[config.mk]
export PLATFORM = sky130hd
export DESIGN_NAME = rotate_engine
export DESIGN_NICKNAME = d
export VERILOG_FILES = /design/src/rtl/rotate_engine.sv
export SDC_FILE = /design/constraint.sdc
export NUM_CORES = 1
export LEC_CHECK = 0
export CAP_MARGIN = 0
export CORE_MARGIN = 2
export CORE_UTILIZATION = 40
export DETAILED_ROUTE_END_ITERATION = 12
export GPL_ROUTABILITY_DRIVEN = 0
export PLACE_DENSITY = 0.71
export SETUP_SLACK_MARGIN = 0.3
export SLEW_MARGIN = 25
export SYNTH_ARGS = -nofsm -noshare
export SYNTH_HDL_FRONTEND = slang
export SYNTH_SLANG_ARGS = --single-unit
[constraint.sdc]
create_clock -name clk -period 2.4 [get_ports clk]
set_input_delay 0.24 -clock clk [delete_from_list [all_inputs] [get_ports clk]]
set_output_delay 0.24 -clock clk [all_outputs]
set_load 0.005 [all_outputs]
[src/rtl/rotate_engine.sv]
// rotate_engine: streams a square frame from source to destination SRAM, rotated 0/90/180/270 deg clockwise.
// Optional macro ROT_CYCLE_CNT_EN adds a cycle_cnt output counting busy cycles of the last frame.
module rotate_engine #(
  parameter int IMG_SIZE = 256,
  parameter int ADDR_W = 20,
  parameter int DATA_W = 24
) (
  input  logic              clk,
  input  logic              rst_n,
  input  logic              start,
  input  logic [1:0]        rot_mode,
  output logic              busy,
  output logic              done,
  output logic              src_en,
  output logic              src_we,
  output logic [ADDR_W-1:0] src_addr,
  input  logic [DATA_W-1:0] src_rdata,
  output logic              dst_en,
  output logic              dst_we,
  output logic [ADDR_W-1:0] dst_addr,
  output logic [DATA_W-1:0] dst_wdata
`ifdef ROT_CYCLE_CNT_EN
  ,
  output logic [31:0]       cycle_cnt
`endif
);
  localparam int LW = $clog2(IMG_SIZE);
  typedef enum logic [1:0] {IDLE, RUN, DRAIN, FIN} state_t;
  state_t          state;
  logic [1:0]      mode;
  logic [LW-1:0]   x, y, x1, y1;
  logic            v1, drain;
  logic [2*LW-1:0] nxt, dst_idx;
  always_comb nxt = {y, x} + (2*LW)'(1);
  // N-1-v in log2(N) bits is the bitwise complement of v
  always_comb dst_idx = mode == 2'd0 ? {y1, x1} :
                        mode == 2'd1 ? {x1, ~y1} :
                        mode == 2'd2 ? {~y1, ~x1} : {~x1, y1};
  always_ff @(posedge clk or negedge rst_n)
    if (!rst_n) begin
      state     <= IDLE;
      mode      <= '0;
      x         <= '0;
      y         <= '0;
      x1        <= '0;
      y1        <= '0;
      v1        <= 1'b0;
      drain     <= 1'b0;
      busy      <= 1'b0;
      done      <= 1'b0;
      src_en    <= 1'b0;
      src_we    <= 1'b0;
      src_addr  <= '0;
      dst_en    <= 1'b0;
      dst_we    <= 1'b0;
      dst_addr  <= '0;
      dst_wdata <= '0;
    end else begin
      v1     <= 1'b0;
      done   <= 1'b0;
      src_we <= 1'b0;
      dst_en <= v1;
      dst_we <= v1;
      if (v1) begin
        dst_addr  <= ADDR_W'(dst_idx);
        dst_wdata <= src_rdata;
      end
      case (state)
        IDLE: if (start) begin
          state    <= RUN;
          mode     <= rot_mode;
          x        <= '0;
          y        <= '0;
          busy     <= 1'b1;
          src_en   <= 1'b1;
          src_addr <= '0;
        end
        RUN: begin
          v1       <= 1'b1;
          x1       <= x;
          y1       <= y;
          x        <= nxt[LW-1:0];
          y        <= nxt[2*LW-1:LW];
          src_addr <= ADDR_W'(nxt);
          if (&{y, x}) begin
            state  <= DRAIN;
            src_en <= 1'b0;
            drain  <= 1'b0;
          end
        end
        DRAIN: begin
          drain <= 1'b1;
          if (drain) begin
            state <= FIN;
            busy  <= 1'b0;
            done  <= 1'b1;
          end
        end
        default: state <= IDLE;
      endcase
    end
`ifdef ROT_CYCLE_CNT_EN
  always_ff @(posedge clk or negedge rst_n)
    if (!rst_n) cycle_cnt <= '0;
    else if (state == IDLE && start) cycle_cnt <= '0;
    else if (busy) cycle_cnt <= cycle_cnt + 32'd1;
`endif
endmodule
# ---- Word level (Yosys, flattened, before mapping)
# Index checks and enable logic that the tools add are counted.
dict set report classes {
  add_sub_neg 1
  eq_ne 7
  mux 21
  n_bitwise 2
  n_reduce_logical 12
}
# op n
set ops {}
lappend ops {{16-bit 2-to-1 mux} 3}
lappend ops {{20-bit case mux with 2 select lines} 1}
lappend ops {{8-bit case mux with 2 select lines} 2}
lappend ops {{20-bit 2-to-1 mux} 1}
lappend ops {{16-bit by 1-bit adder with 16-bit output (second input constant)} 1}
lappend ops {{8-bit inverter} 2}
lappend ops {{16-bit AND reduction} 1}
lappend ops {{3-bit AND reduction} 3}
lappend ops {{8-bit 2-to-1 mux} 1}
lappend ops {{1-bit 2-to-1 mux} 6}
lappend ops {{2-bit 2-to-1 mux} 3}
lappend ops {{2-bit != test (second input constant)} 3}
lappend ops {{1-bit case mux with 2 select lines} 3}
lappend ops {{2-bit case mux with 3 select lines} 1}
lappend ops {{2-bit AND reduction} 3}
lappend ops {{2-bit nonzero test} 3}
lappend ops {{2-bit by 1-bit == test with 1-bit output (second input constant)} 2}
lappend ops {{2-bit == test (second input constant)} 2}
lappend ops {{2-bit logical NOT} 2}
dict set report word_totals {
  ff_bits 102
  input_bits 29
  output_inout_bits 70
  elab_cells 58
}

# ---- Depth between registers and ports, before layout
dict set report logic_depth {
  word_depth 4
  depth_mapped 8
  mapped_depth_nobuf 6
}

# ---- Least setup slack after synthesis
# Ideal clock, no wire load.
dict set report synth_path {
  path_type {reg-to-reg}
  startpoint {register x[0]}
  endpoint {register state[1]}
  setup_time_ps 125
  arrival_ps 1942
  required_ps 2275
  path_slack_ps 333
  stages_incl_launch_ff 6
  n_path_buf 0
  period_less_slack_ps 2067
  path_cell_list {dfrtp_1 > ha_1 > nand3_2 > or4_4 > a221o_2 > mux2_4}
}
dict set report synth_via {
  elab_chain_len 3
}
# item line_no
set synth_rtl {}
lappend synth_rtl {{from (decl)} 31} ;# logic [LW-1:0] x, y, x1, y1;
lappend synth_rtl {{from (signal assigned)} 82} ;# x <= nxt[LW-1:0];
lappend synth_rtl {{16-bit AND reduction} 85} ;# if (&{y, x}) begin
lappend synth_rtl {{2-bit != test (no line)} --}
lappend synth_rtl {{3-bit AND reduction (no line)} --}
lappend synth_rtl {{to (signal assigned)} 86} ;# state <= DRAIN;
lappend synth_rtl {{to (signal assigned)} 94} ;# state <= FIN;
lappend synth_rtl {{to (signal assigned)} 99} ;# default: state <= IDLE;
lappend synth_rtl {{to (decl)} 29} ;# state_t state;
# No other way between the ends.
# A chain may end at the register's enable or synchronous reset.

# ---- Final worst setup path
# Ends and elaborated chain as after synthesis.

==> summary.md <==
| Metric | Value |
|---|---|
| Clock latency at the later pin of the worst-skew pair | `between 0.3 and 0.4 ns` |
| Critical path, cell by cell | `ha_4 > nand3_4 > or4_4 > a221o_2 > mux2_4` |
| Share of layout cells above drive strength 1 | `0.2360` |
| Pre-antenna DRT Iters | `4` |
| Sequential area share after synthesis | `0.5449` |
| Crit path kind | `register to register` |
| Finished Layout Cells | `522` |
| RSZ-0062 raised after global routing | `no` |
| Pre-CTS setup slack | `0.2031 ns` |
| Relative slew slack | `0.4570` |
| FILL cells | `slightly below 800` |
| CTS root buffer | `clkbuf_8` |
| Detailed Place HPWL | `roughly 5600 um` |
| Placed cells | `roughly 500` |
| Largest net degree at the start of global routing | `44` |
| Post-synth EDFFs | `0` |
| Most frequent cells in the layout | `88 x clkdlybuf4s50_1, 79 x dfrtp_1, 50 x mux2_2` |
| Crit-path max FO | `6` |
| Top FF cell, synth | `dfrtp_1` |
| Drt total wl | `between 7000 and 8000 um` |
| Highest clock rate | `around 0.49 GHz` |
| Worst setup SP type | `register` |
| Antenna violations before repair | `0` |
| H-tree depth | `3` |
| Pwr Density | `489.5 mW/mm^2` |
| Post-synthesis cell type with the largest combined area | `dfrtp_1` |
| GRT Resource Usage Total | `0.1607` |
| Seq cells post-synth | `between 80 and 90` |
| Global-route wire length before repair | `12850 um` |
| Commonest non-fill, non-tap cell in the layout | `clkdlybuf4s50_1` |
| Starting Density | `0.4095` |
| Max-cap check violation count | `0` |
| Req. time, crit path | `2.64 ns` |
| Die area | `slightly above 0.01 sq mm` |
| Boundary Pins | `between 90 and 100` |
| Post-DR wirelength/cell | `between 15 and 20 um` |
| Worst path arrival time | `2.29 ns` |
| Residual DRC | `0` |
| Max Slew Vio Count | `0` |
| Final cycle utilization of the critical path | `0.8528` |
| Syn. warnings | `0` |
| CTS Buf Count | `9` |
| Die width | `approximately 100 um` |
| Final Hold Vio Count | `0` |
| Critical Path Source | `x[0]` |
| DRT iter0 DRCs | `79` |
| Slowest-stage cell, CP | `or4_4` |
| Fin crit period | `roughly 2.0 ns` |
| CP Capture Type | `register` |
| Critical path's top delay family | `simple AND/OR/NAND/NOR gates` |
| Yosys cell types | `39` |
| Critical Path Stages | `5` |
| Reg2reg start | `x[0]` |
| Post-DR vias/cell | `~5` |
| Slew @ Worst Pin | `roughly 0.8 ns` |
| Core area | `roughly 0.009 sq mm` |
| Clock slew at reported path FFs | `approximately 0.09 ns` |
| IO Port Bufs | `~90` |
| Sum Neg Setup Slack | `0 ns` |
| N_diodes | `0` |
| Setup Skew | `around 0.01 ns` |
| Clock tree from TritonCTS | `built` |
| Total grt overflow | `0` |
| CP bufs+invs | `0` |
| Crit-path max cell delay | `~0.55 ns` |
| Final setup fails | `0` |
| Synth area leaders | `dfrtp_1 54%, mux2_2 15%, mux2i_1 5.8%, xnor2_1 5.1%, nand2_1 2.1%` |
| Number of antenna-violating nets in the routed design | `0` |
| Row Count | `35` |
| Hold WC Path Type | `input port to async pin` |
| Die Y | `between 100 and 150 um` |
| R2R depth | `5` |
| Leakage power | `approximately 0.0021 uW` |
| Yosys top cell area share | `0.5449` |
| Post-Syn Area | `0.003766 sq mm` |
| TritonCTS Sinks | `between 80 and 90` |
| Vias in the first global route | `between 2000 and 3000` |
| Worst vdd ir | `0.0002108 V` |
| Area growth, synth to finish | `33.59%` |
| Total vias in the final route | `~2600` |
| CTS Buffer Depth | `2` |
| Outcome | `complete, no violations` |
| Post-route setup slack | `0.3532 ns` |
| Final net count | `440` |
| Syn Area/Cell | `around 12 sq um` |
| Mapped Cells | `~310` |
| Ys async rst share | `1.000` |
## cell usage after synthesis (2+ instances only)
master    number
nand3_1        2
dfrtp_1       82
ha_1           5
inv_1         15
a21oi_1        6
nor4b_1        2
nand2_1       21
nor4_1         2
o21ai_0       15
mux2_2        50
or3_1          2
nor3_1         2
nand4_1        5
xnor2_1       22
mux2i_1       22
nor2_1        11
clkbuf_1       7
buf_4         10
buf_1          4
buf_2          4
## cell type report
type	instances	area, sq um	share of cell area
timing repair buffer	104	1003	0.1995
clock buffer	9	123.9	0.02462
sequential	82	2056	0.4086
clock inverter	7	53.80	0.01069
tap	111	138.9	0.02761
multi-input combinational	194	1599	0.3178
inverter	15	56.30	0.01119
## registers in the layout, summed over array words and instances (netlist names)
name	count
dst_wdata	24
dst_addr	16
x1	8
y1	8
x	7
y	7
mode	2
src_addr	2
state	2
busy	1
done	1
drain	1
dst_we	1
src_en	1
v1	1
## repair_timing
| action | in CTS | in global routing |
|---|---|---|
| hold buffers | 1 | 0 |
| hold endpoints to repair | 41 | 0 |
| setup buffers | 1 | 5 |
| setup endpoints to repair | 4 | 6 |
| pin swaps | 0 | 1 |
| resized for setup | 2 | 11 |
## worst reg2reg max path, stage by stage (launching register included)
cell and delay (ns):
dfrtp_2 0.42, ha_4 0.18, nand3_4 0.11, or4_4 0.55, a221o_2 0.38, mux2_4 0.30
## cell families after synthesis
logic type / synth area share
flops: 0.5449
mux: 0.2120
simple gates: 0.07609
buf+inv: 0.05116
compound gates: 0.04718
xor+xnor: 0.05116
fa+ha+maj: 0.01661
other cells: 0.0009957
## metrics by stage
| stage | total power, uW | util | instance area [sq um] | hold WS [ns] |
|---|---|---|---|---|
| global placement | 1579 | 0.5162 | 4747 | 0.2576 |
| CTS | 2500 | 0.5378 | 4946 | 0.4140 |
| detailed placement | 1583 | 0.5162 | 4747 | 0.2625 |
| floorplan | 1473 | - | 3796 | -0.05559 |
| finish | 2463 | 0.5471 | 5031 | 0.4111 |
| global route | 2575 | 0.5471 | 5031 | 0.4518 |
## final timing paths
check	endpoint	slack, ns
setup / recovery	state[1]	0.35
hold reg to reg	dst_wdata[17]	0.51
max in group asynchronous	dst_wdata[17]	1.26
setup reg to reg	state[1]	0.35
hold / removal	dst_wdata[19]	0.41
min in group clk	dst_wdata[8]	0.49
## routing by layer
layer | GRT usage | wire (um) | vias to the layer above
met3 | 0.04369 | 524 | 11
met5 | 0 | 0 | -
met2 | 0.2446 | 3445 | 84
met4 | 0.06133 | 97 | 0
met1 | 0.2197 | 3895 | 1255
li1 | - | - | 1241
## power by group
| part | internal, uW | total [uW] | leakage [uW] | switching (uW) |
|---|---|---|---|---|
| Combinational | 90.9 | 143 | 0.000999 | 52.5 |
| Clock | 382 | 909 | 0.0000822 | 527 |
| Sequential | 1400 | 1410 | 0.00102 | 9.68 |
No activity file was read; power rests on OpenSTA's default activity.
==> RTL change, RTL diff (same settings) <==
Encoding of `state_t`: now one-hot (4 bits for 4 states).
--- a/src/rtl/rotate_engine.sv
+++ b/src/rtl/rotate_engine.sv
@@ -25,7 +25,7 @@
 `endif
 );
   localparam int LW = $clog2(IMG_SIZE);
-  typedef enum logic [1:0] {IDLE, RUN, DRAIN, FIN} state_t;
+  typedef enum logic [3:0] {IDLE = 4'b0001, RUN = 4'b0010, DRAIN = 4'b0100, FIN = 4'b1000} state_t;
   state_t          state;
   logic [1:0]      mode;
   logic [LW-1:0]   x, y, x1, y1;
Check against the original RTL: no difference found for any inputs over 10 cycles, from zero or initial values and one cycle with rst_n low; not proved beyond that.
==> RTL change against the original RTL <==
Cell area decreased by 2.7%. Sequential cell count increased by 2. Worst hold slack improved by 0.0066 ns. Area after synthesis decreased by 0.96%. Wire length decreased by 2.9%. Worst setup slack improved by 0.087 ns. Critical path type unchanged. Critical endpoint is now y[1].
Power is not compared: it rests on default switching activity, and its combinational part moved more than twofold at a synthesized area within 25%.
==> RTL change: results (changes against the original RTL) <==
Setup path
The startpoint identified for the worst register-to-register timing path is state[2]. The worst reg-to-reg setup slack is 0.44 ns (+0.09 ns). The cell depth of the worst flop-to-flop path was 4 (-1). In this run the critical register-to-register path is captured at y[1]. The largest driver fanout on the critical path is 8 (+2). The signal arrival time at the worst endpoint is 2.20 ns (-0.09 ns).

Clock network
The clock buffer count from CTS is 9 (unchanged). The depth of the CTS H-tree was 3 (unchanged). The number of buffers inserted to repair setup after CTS is 0 (-1).

The deepest clock path buffer count is 2 (unchanged).

Layout
The number of nets at the end of the flow is 442 (+0.45%). The fraction of layout instances using a drive strength above 1 is 16.1% (-7.5 points). The largest registers in the layout are dst_wdata: 24 flops, dst_addr: 16 flops.

Global route
The number of global-route vias before repair is 2692 (+3.9%). The wire length of the first global-routing pass was 12800 um (-0.69%). The global-route total usage across every layer came to 16.1% (+0.028 points).

The pin count of the biggest net entering global routing is 54 (+23%).

Min path
The path with the worst hold slack has its endpoint at mode[1]. The worst min-delay path class is in -> reg.

Placed design
The number of buffers inserted by port buffering is 89 (unchanged). The HPWL reported at the end of detailed placement is 5610 um (+0.75%).

Yosys
Yosys attributes the largest share of cell area to dfrtp_1 56%, mux2_2 12%, mux2i_1 6.2%. The count of different cell masters after synthesis was 38 (-2.6%). The sequential cell area fraction in the yosys report was 56.4% (+1.9 points). In the synthesized netlist, the cells that appear most often are 83 x dfrtp_1, 55 x nand2_1, 40 x mux2_2.

Detailed routing
The post-detailed-route wirelength per cell is 14.7 um (-4.0%). The DRC violation total after the first TritonRoute iteration is 99 (+25%). The vias after detailed routing came to 2638 (+1.8%).

Run status
The flow ran to the end, and the final reports show no timing, DRC or antenna violations.

Timing
The worst max-slew margin expressed relative to the limit came to 45.7% (about the same). The worst setup skew after layout came to 0.00854 ns (-0.00117 ns).

Power
The peak ir drop on the vdd network is 0.000347 V.
[RTL change: cell count changes after synthesis, sizes merged, moves of 5 or more]
cell,delta
nand2,+34
xnor2,-6
mux2,-11
a21oi,-5
nand3,+5
[RTL change: logic make-up after synthesis]
| group | synth area share, % |
|---|---|
| adders and majority gates | 0.335 |
| and+or+nand+nor | 11.6 |
| AOI/OAI and AO/OA | 4.23 |
| DFF | 56.4 |
| xor gates and xnor gates | 3.99 |
| buffers and inverters | 5.07 |
| muxes | 18.2 |
| other | 0.101 |
[RTL change: area by class of cell]
| cell class | count | area, sq um |
|---|---|---|
| fill | 801 | 4260 |
| clock buffer | 10 | 138 |
| tap | 111 | 139 |
| multi-input combinational | 210 | 1470 |
| sequential | 84 | 2100 |
| clock inverter | 6 | 46.3 |
| inverter | 11 | 41.3 |
| timing repair buffer | 96 | 956 |
[RTL change: critical path: stages, from the launching register on]
cell      delay [ns]
dfrtp_1         0.44
or4b_4          0.62
or3_1           0.48
o211ai_1        0.21
o31ai_1         0.10
[RTL change: power breakdown]
group | total [mW] | internal (mW) | leakage (nW) | switching (mW)
logic | 2.08 | 1.34 | 0.975 | 0.741
clock network | 0.933 | 0.411 | 0.0893 | 0.522
registers | 2.20 | 1.87 | 1.07 | 0.338
total | 5.22 | 3.62 | 2.14 | 1.60
[RTL change: stage by stage]
| stage | area (sq um) | instances | utilization (%) | setup slack (ns) | hold WS [ns] |
|---|---|---|---|---|---|
| floorplan | 3760 | 331 | - | 0.465 | -0.0556 |
| global placement | 4700 | 511 | 51.3 | 0.410 | 0.320 |
| detailed placement | 4700 | 511 | 51.3 | 0.348 | 0.326 |
| CTS | 4890 | 528 | 53.4 | 0.336 | 0.408 |
| global route | 4890 | 528 | 53.5 | 0.335 | 0.424 |
| finish | 4890 | 528 | 53.5 | 0.440 | 0.418 |
[RTL change: worst max path at each step]
stage | to | slack (ns) | depth (start not counted)
6_report | y[1] | 0.44 | 4
5_1_grt | src_addr[7] | 0.34 | 4
4_1_cts | y[1] | 0.34 | 4
3_5_place_dp | y[1] | 0.35 | 4
3_3_place_gp | src_addr[7] | 0.41 | 4
2_1_floorplan | y[1] | 0.47 | 6
[RTL change: per-layer routing]
metal  GRT usage (%)  up-vias  wire length, um
li1                -     1252                -
met1            20.8     1279             3580
met2            26.3       98             3560
met3            4.30        9              493
met4            5.69        0               98
met5               0        -                0
[RTL change: what timing repair did]
item / in CTS / in global routing
gates resized for setup: 0 / 1
endpoints found under the setup margin: 0 / 3
hold endpoints to repair: 51 / 0
hold buffers: 1 / 0
